<file path="config.mk">
export PLATFORM = sky130hd
export DESIGN_NAME = mac_acc
export DESIGN_NICKNAME = d
export VERILOG_FILES = /design/src/rtl/mac_acc.sv
export SDC_FILE = /design/constraint.sdc
export NUM_CORES = 1
export LEC_CHECK = 0
export CAP_MARGIN = 40
export CORE_AREA = 5 5 85 87
export CTS_CLUSTER_DIAMETER = 100
export DETAILED_ROUTE_END_ITERATION = 12
export DIE_AREA = 0 0 90 92
export DONT_BUFFER_PORTS = 1
export HOLD_SLACK_MARGIN = 0.15
export PLACE_DENSITY = 0.68
export SETUP_SLACK_MARGIN = 0.5
export SLEW_MARGIN = 10
export SYNTH_ARGS = -nofsm -noshare
export SYNTH_HDL_FRONTEND = slang
export SYNTH_SLANG_ARGS = --single-unit
</file>
<file path="constraint.sdc">
create_clock -name clk -period 2.5 [get_ports clk]
set_clock_uncertainty 0.05 [all_clocks]
set_input_delay 0.25 -clock clk [delete_from_list [all_inputs] [get_ports clk]]
set_output_delay 0.25 -clock clk [all_outputs]
set_load 0.02 [all_outputs]
</file>
<file path="src/rtl/mac_acc.sv">
// Frame accumulator placed after the MULT_FOR multiplier: it sums len unsigned products per frame.
// The total saturates at all ones and carries a sticky overflow flag; both handshakes are valid/ready.
module mac_acc #(
    parameter int N     = 8,
    parameter int ACC_W = 2*N+8,
    parameter int CNT_W = 8
) (
    input  logic               clk,
    input  logic               rst_n,
    input  logic               clr,
    input  logic [CNT_W-1:0]   len,
    input  logic               prod_vld,
    input  logic [2*N-1:0]     prod,
    output logic               prod_rdy,
    output logic               sum_vld,
    output logic [ACC_W-1:0]   sum,
    output logic               ovf,
    input  logic               sum_rdy
);

    typedef enum logic [1:0] {
        IDLE,
        ACC,
        DONE
    } state_t;

    state_t             r_state;
    state_t             w_nextState;
    logic [ACC_W-1:0]   r_acc;
    logic [CNT_W-1:0]   r_cnt;
    logic [CNT_W-1:0]   r_lenLat;
    logic               r_ovf;
    logic               r_prodRdy;

    logic               w_beat;
    logic [CNT_W-1:0]   w_lenEff;
    logic [CNT_W-1:0]   w_cntInc;
    logic [ACC_W-1:0]   w_prodExt;
    logic [ACC_W:0]     w_addFull;

    assign w_beat    = prod_vld & r_prodRdy;
    assign w_lenEff  = (len == '0) ? CNT_W'(1) : len;
    assign w_cntInc  = r_cnt + CNT_W'(1);
    assign w_prodExt = ACC_W'(prod);
    assign w_addFull = {1'b0, r_acc} + {1'b0, w_prodExt};

    assign prod_rdy = r_prodRdy;
    assign sum_vld  = (r_state == DONE);
    assign sum      = r_acc;
    assign ovf      = r_ovf;

    always_comb begin
        w_nextState = r_state;
        if (clr) begin
            w_nextState = IDLE;
        end else begin
            case (r_state)
                IDLE: begin
                    if (w_beat) begin
                        w_nextState = (w_lenEff == CNT_W'(1)) ? DONE : ACC;
                    end
                end
                ACC: begin
                    if (w_beat && (w_cntInc == r_lenLat)) begin
                        w_nextState = DONE;
                    end
                end
                DONE: begin
                    if (sum_rdy) begin
                        w_nextState = IDLE;
                    end
                end
                default: w_nextState = IDLE;
            endcase
        end
    end

    // prod_rdy is registered from the next state so it never depends combinationally on the handshakes.
    always_ff @(posedge clk or negedge rst_n) begin
        if (!rst_n) begin
            r_state   <= IDLE;
            r_prodRdy <= 1'b0;
        end else begin
            r_state   <= w_nextState;
            r_prodRdy <= (w_nextState != DONE);
        end
    end

    always_ff @(posedge clk or negedge rst_n) begin
        if (!rst_n) begin
            r_acc    <= '0;
            r_cnt    <= '0;
            r_lenLat <= '0;
            r_ovf    <= 1'b0;
        end else if (clr) begin
            r_acc <= '0;
            r_cnt <= '0;
            r_ovf <= 1'b0;
        end else if (w_beat) begin
            if (r_state == IDLE) begin
                r_acc    <= w_prodExt;
                r_cnt    <= CNT_W'(1);
                r_lenLat <= w_lenEff;
                r_ovf    <= 1'b0;
            end else begin
                // A carry out of the top bit clamps the total; an all-ones total then stays clamped.
                if (w_addFull[ACC_W]) begin
                    r_acc <= '1;
                    r_ovf <= 1'b1;
                end else begin
                    r_acc <= w_addFull[ACC_W-1:0];
                end
                r_cnt <= w_cntInc;
            end
        end
    end

endmodule

</file>
==> run summary <==
In the routed layout, each cell is associated on average with a via count of 6.09. The logs give 0 for the final number of max-transition violations and 0.429 GHz for the maximum clock frequency. The combinational family with the most area after synthesis was compound AO/OA/AOI/OAI gates.

The level count of the clock H-tree is 2, and the global-route usage over all layers is 21.8%. The area inside the core boundary is 0.00628 mm2. Summed over all failing endpoints, the final setup total negative slack is 0 ps.

The number of antenna violations at the first check in global routing was 0; the placement-stage cell area was 0.00344 mm2. The worst setup path is of the flop to flop kind. After synthesis the netlist holds a flip-flop and latch count of 44. The tools report the number of sinks handled by clock tree synthesis as 44. The worst hold path belongs to the class input port to flop. Headroom to the max-slew limit came out at 70.9%. The final clock period utilization by the worst path works out to 93.3%.

Setup repair after global routing could not meet its margin everywhere. CTS placed an instance of sky130_fd_sc_hd__clkbuf_8 at the clock tree root. The floorplan step set the die width to 90 um. Clock-pin slew reported for the worst setup and hold paths after clock tree synthesis: 90 ps.

The sequential cell area came out at 0.00110 mm2. For the worst-skew pair later-pin latency, the log shows 310 ps. After floorplanning, the core was divided into 29 placement rows. The number of nets in the synthesized netlist is 406. The final layout net count is 470. The worst setup path is launched from a flop.

Measured along the y axis, the die boundary spans 92 um. In this run the tool buffered the top-level ports with 0 buffer cells. A synthesized cell averages 8.51 um2. For this design the static power due to leakage is 1.71 nW. The first global-routing pass estimated 15.0 mm of wire.

The number of routed nets with antenna violations is 0. Worst path required time: 2650 ps. Summed over its instances, the top area cell type makes up 36.1% of the synthesized netlist area. Fill cells in the final layout number 511.

Summing the areas of all and, or, nand and nor instances in the mapped netlist gives 18.9% of the synthesized area. The remaining global-route overflow is 0. Setup violations remaining at the end of the flow were counted as 0. Relative to the synthesized area, the layout overhead comes to 34.2%.

The fraction of the yosys area taken by sequential cells came out at 36.1%. The terminus of the critical flop-to-flop path is sum[1]$_DFFE_PN0P_. The complex-gate fraction of the synthesized area works out to 24.4%.

The number of different library cells used by synthesis comes to 50. The hold path endpoint was sum[0]$_DFFE_PN0P_. The detailed-placement wirelength estimate is 6.03 mm, and the slew of the pin with the lowest slew margin is 432 ps.

For this design the ratio of total power to cell area is 742 mW/mm2. For this block, the routed nets add up to 8.95 mm of wire. The logs give 131 ps for the worst setup timing slack at the placement stage and 150 ps for the worst hold slack after final layout. The smallest clock period supported by the final layout is computed as 2330 ps. The total of max-cap violations is 0, and the maximum number of pins on one net before global-route repair is 45.

The Yosys step of the flow raised 0 warnings. In the final routed layout, each cell accounts on average for 17.9 um. 0 antenna diodes ended up in the layout. The multiplexer share of the synthesized area was 2.95%.

The last weighted congestion value of the routability-driven placer was 0.872. Of the total synthesized cell area, the portion taken by full adders, half adders and majority gates is 7.62%. The run gives 2480 ps as the data arrival time at the worst-slack endpoint.

For this run, asynchronously set or reset flops after synthesis account for 100%. Of the cells placed in the final design, the portion with a size suffix greater than 1 is 25.5%. The run gives 0 as the total count of hold-check failures in the final report. The first routing iteration left 212 violations.

The worst hold path begins at prod[0]. The run gives 3,051 as the total number of vias. Via count of the first global-routing pass: 2,985. After technology mapping, the gate count stands at 359. The number of clock buffers added by TritonCTS is 5. TritonCTS built the clock tree. The tools report the number of top-level pins as 56.

The worst register-to-register path begins at sum[0]$_DFFE_PN0P_. The worst-case IR drop observed on VDD is 0.499 mV. Summing all multi-input logic gate instances after layout gives 0.00213 mm2. The number of optimization iterations in the first detailed-route pass came out at 4.

By area the synthesized netlist is led by sky130_fd_sc_hd__dfrtp_1 36%, sky130_fd_sc_hd__ha_1 7.0%, sky130_fd_sc_hd__o21ai_0 6.9%. After Yosys synthesis, XOR and XNOR cells account for 7.46% of the synthesized area. The biggest area contributor in the post-synthesis netlist is sky130_fd_sc_hd__dfrtp_1.

The worst-path maximum fanout came out at 19. The post-route DRC violation count is 0. Area of the mapped netlist: 0.00305 mm2. The maximum buffer depth of the clock tree was 2; the floorplan die area was 0.00828 mm2. The number of cells traversed by the worst hold path works out to 3. Counting cells, the worst reg-to-reg path comes to 10. For this run, the leading register cell type out of synthesis is sky130_fd_sc_hd__dfrtp_1. The starting utilization of the core area was 48.7%; the final design area excluding fillers was 0.00410 mm2. The worst path meets setup with 167 ps of slack. In this run, synthesis inferred 0 flip-flops with an integrated enable.

The nature of the critical path endpoint was a flop. For flop-to-flop paths, the worst setup slack is 170 ps. The flow ran to the end, and the final reports show no timing, DRC or antenna violations.
==> state kept, by name (all words and copies together), names as in the netlist <==
register / count
sum: 24
prod_rdy: 1
r_lenLat: 8
ovf: 1
r_state: 2
r_cnt: 8
==> synth_stat cells (8+ instances only) <==
master and number:
sky130_fd_sc_hd__nor2_1 16, sky130_fd_sc_hd__nand3_1 11, sky130_fd_sc_hd__o21ai_0 42, sky130_fd_sc_hd__mux2_2 8
sky130_fd_sc_hd__xnor2_1 16, sky130_fd_sc_hd__a21oi_1 29, sky130_fd_sc_hd__dfrtp_1 44, sky130_fd_sc_hd__a22oi_1 9
sky130_fd_sc_hd__nor3_1 10, sky130_fd_sc_hd__nand2_1 53, sky130_fd_sc_hd__clkbuf_1 8, sky130_fd_sc_hd__xor2_1 10
sky130_fd_sc_hd__ha_1 17, sky130_fd_sc_hd__o21ai_1 11
==> power by group <==
part	switching, mW	internal, mW
logic	0.798	0.700
registers	0.133	0.849
clock network	0.265	0.297
total	1.20	1.85
==> cell families after synthesis <==
group / count (synthesis)
compound gates: 125
fa+ha+maj: 18
buf+inv: 18
xor+xnor: 26
mux: 8
flops: 44
simple gates: 120
==> cell usage in the layout (no fill, tap or decap), drive strengths merged, types with 4 or more instances in the layout <==
cell type	Yosys	layout
nand3	11	11
a22oi	9	9
dfrtp	44	44
ha	17	17
nor3	12	12
mux2	8	8
xnor2	16	16
o211ai	7	7
or4	6	6
nand2	53	53
dlygate4sd3	0	28
buf	6	44
and3	5	5
xor2	10	10
o21ai	53	53
a31oi	5	5
a211oi	4	4
a21oi	30	30
clkbuf	9	6
nor2	17	17
==> worst max path at each step <==
| stage | startpoint | to | slack [ps] | depth (start not counted) |
|---|---|---|---|---|
| floorplan | sum[0]$_DFFE_PN0P_ | sum[14]$_DFFE_PN0P_ | 200 | 9 |
| global placement | sum[0]$_DFFE_PN0P_ | sum[14]$_DFFE_PN0P_ | 130 | 9 |
| detailed placement | sum[0]$_DFFE_PN0P_ | sum[14]$_DFFE_PN0P_ | 130 | 9 |
| CTS | sum[0]$_DFFE_PN0P_ | sum[23]$_DFFE_PN0P_ | 190 | 10 |
| global route | sum[0]$_DFFE_PN0P_ | sum[23]$_DFFE_PN0P_ | 60 | 10 |
| finish | sum[0]$_DFFE_PN0P_ | sum[1]$_DFFE_PN0P_ | 170 | 10 |
==> metal layers <==
metal | global-route usage [%] | up-vias | routed length, um
li1 | - | 1451 | -
met1 | 27.9 | 1470 | 3800
met2 | 37.4 | 120 | 4460
met3 | 4.09 | 10 | 590
met4 | 6.58 | 0 | 106
met5 | 0 | - | 0
==> through the flow <==
stage / std cells / utilization, % / total power [mW]
2_1_floorplan: 359 / - / 1.91
3_3_place_gp: 449 / 54.7 / 2.22
3_5_place_dp: 450 / 54.8 / 2.25
4_1_cts: 492 / 63.1 / 2.94
5_1_grt: 501 / 65.3 / 3.24
6_report: 501 / 65.3 / 3.04
==> worst max-delay path, cell delays in order (launching register included) <==
cell	delay (ps)
sky130_fd_sc_hd__dfrtp_2	420
sky130_fd_sc_hd__ha_4	160
sky130_fd_sc_hd__fa_2	360
sky130_fd_sc_hd__a211oi_4	250
sky130_fd_sc_hd__o211ai_2	150
sky130_fd_sc_hd__nand2_1	100
sky130_fd_sc_hd__o31a_1	260
sky130_fd_sc_hd__nor3_4	70
sky130_fd_sc_hd__buf_12	160
sky130_fd_sc_hd__o21ai_1	150
sky130_fd_sc_hd__nand2_1	70
==> final cells by class <==
| cell class | count | area share (%) |
|---|---|---|
| inverter | 3 | 0.275 |
| tap | 77 | 2.35 |
| multi-input combinational | 297 | 52.0 |
| sequential | 44 | 26.9 |
| clock inverter | 2 | 0.855 |
| clock buffer | 6 | 1.77 |
| timing repair buffer | 72 | 15.8 |
==> repair_timing <==
| item | 4_1_cts | 5_1_grt |
|---|---|---|
| pin swaps | 8 | 12 |
| gates resized for setup | 11 | 17 |
| hold endpoints to repair | 73 | 1 |
| setup endpoints to repair | 28 | 31 |
| setup buffers | 6 | 8 |
| hold buffers | 28 | 1 |
Note: power is estimated with default switching activity, not from simulation.
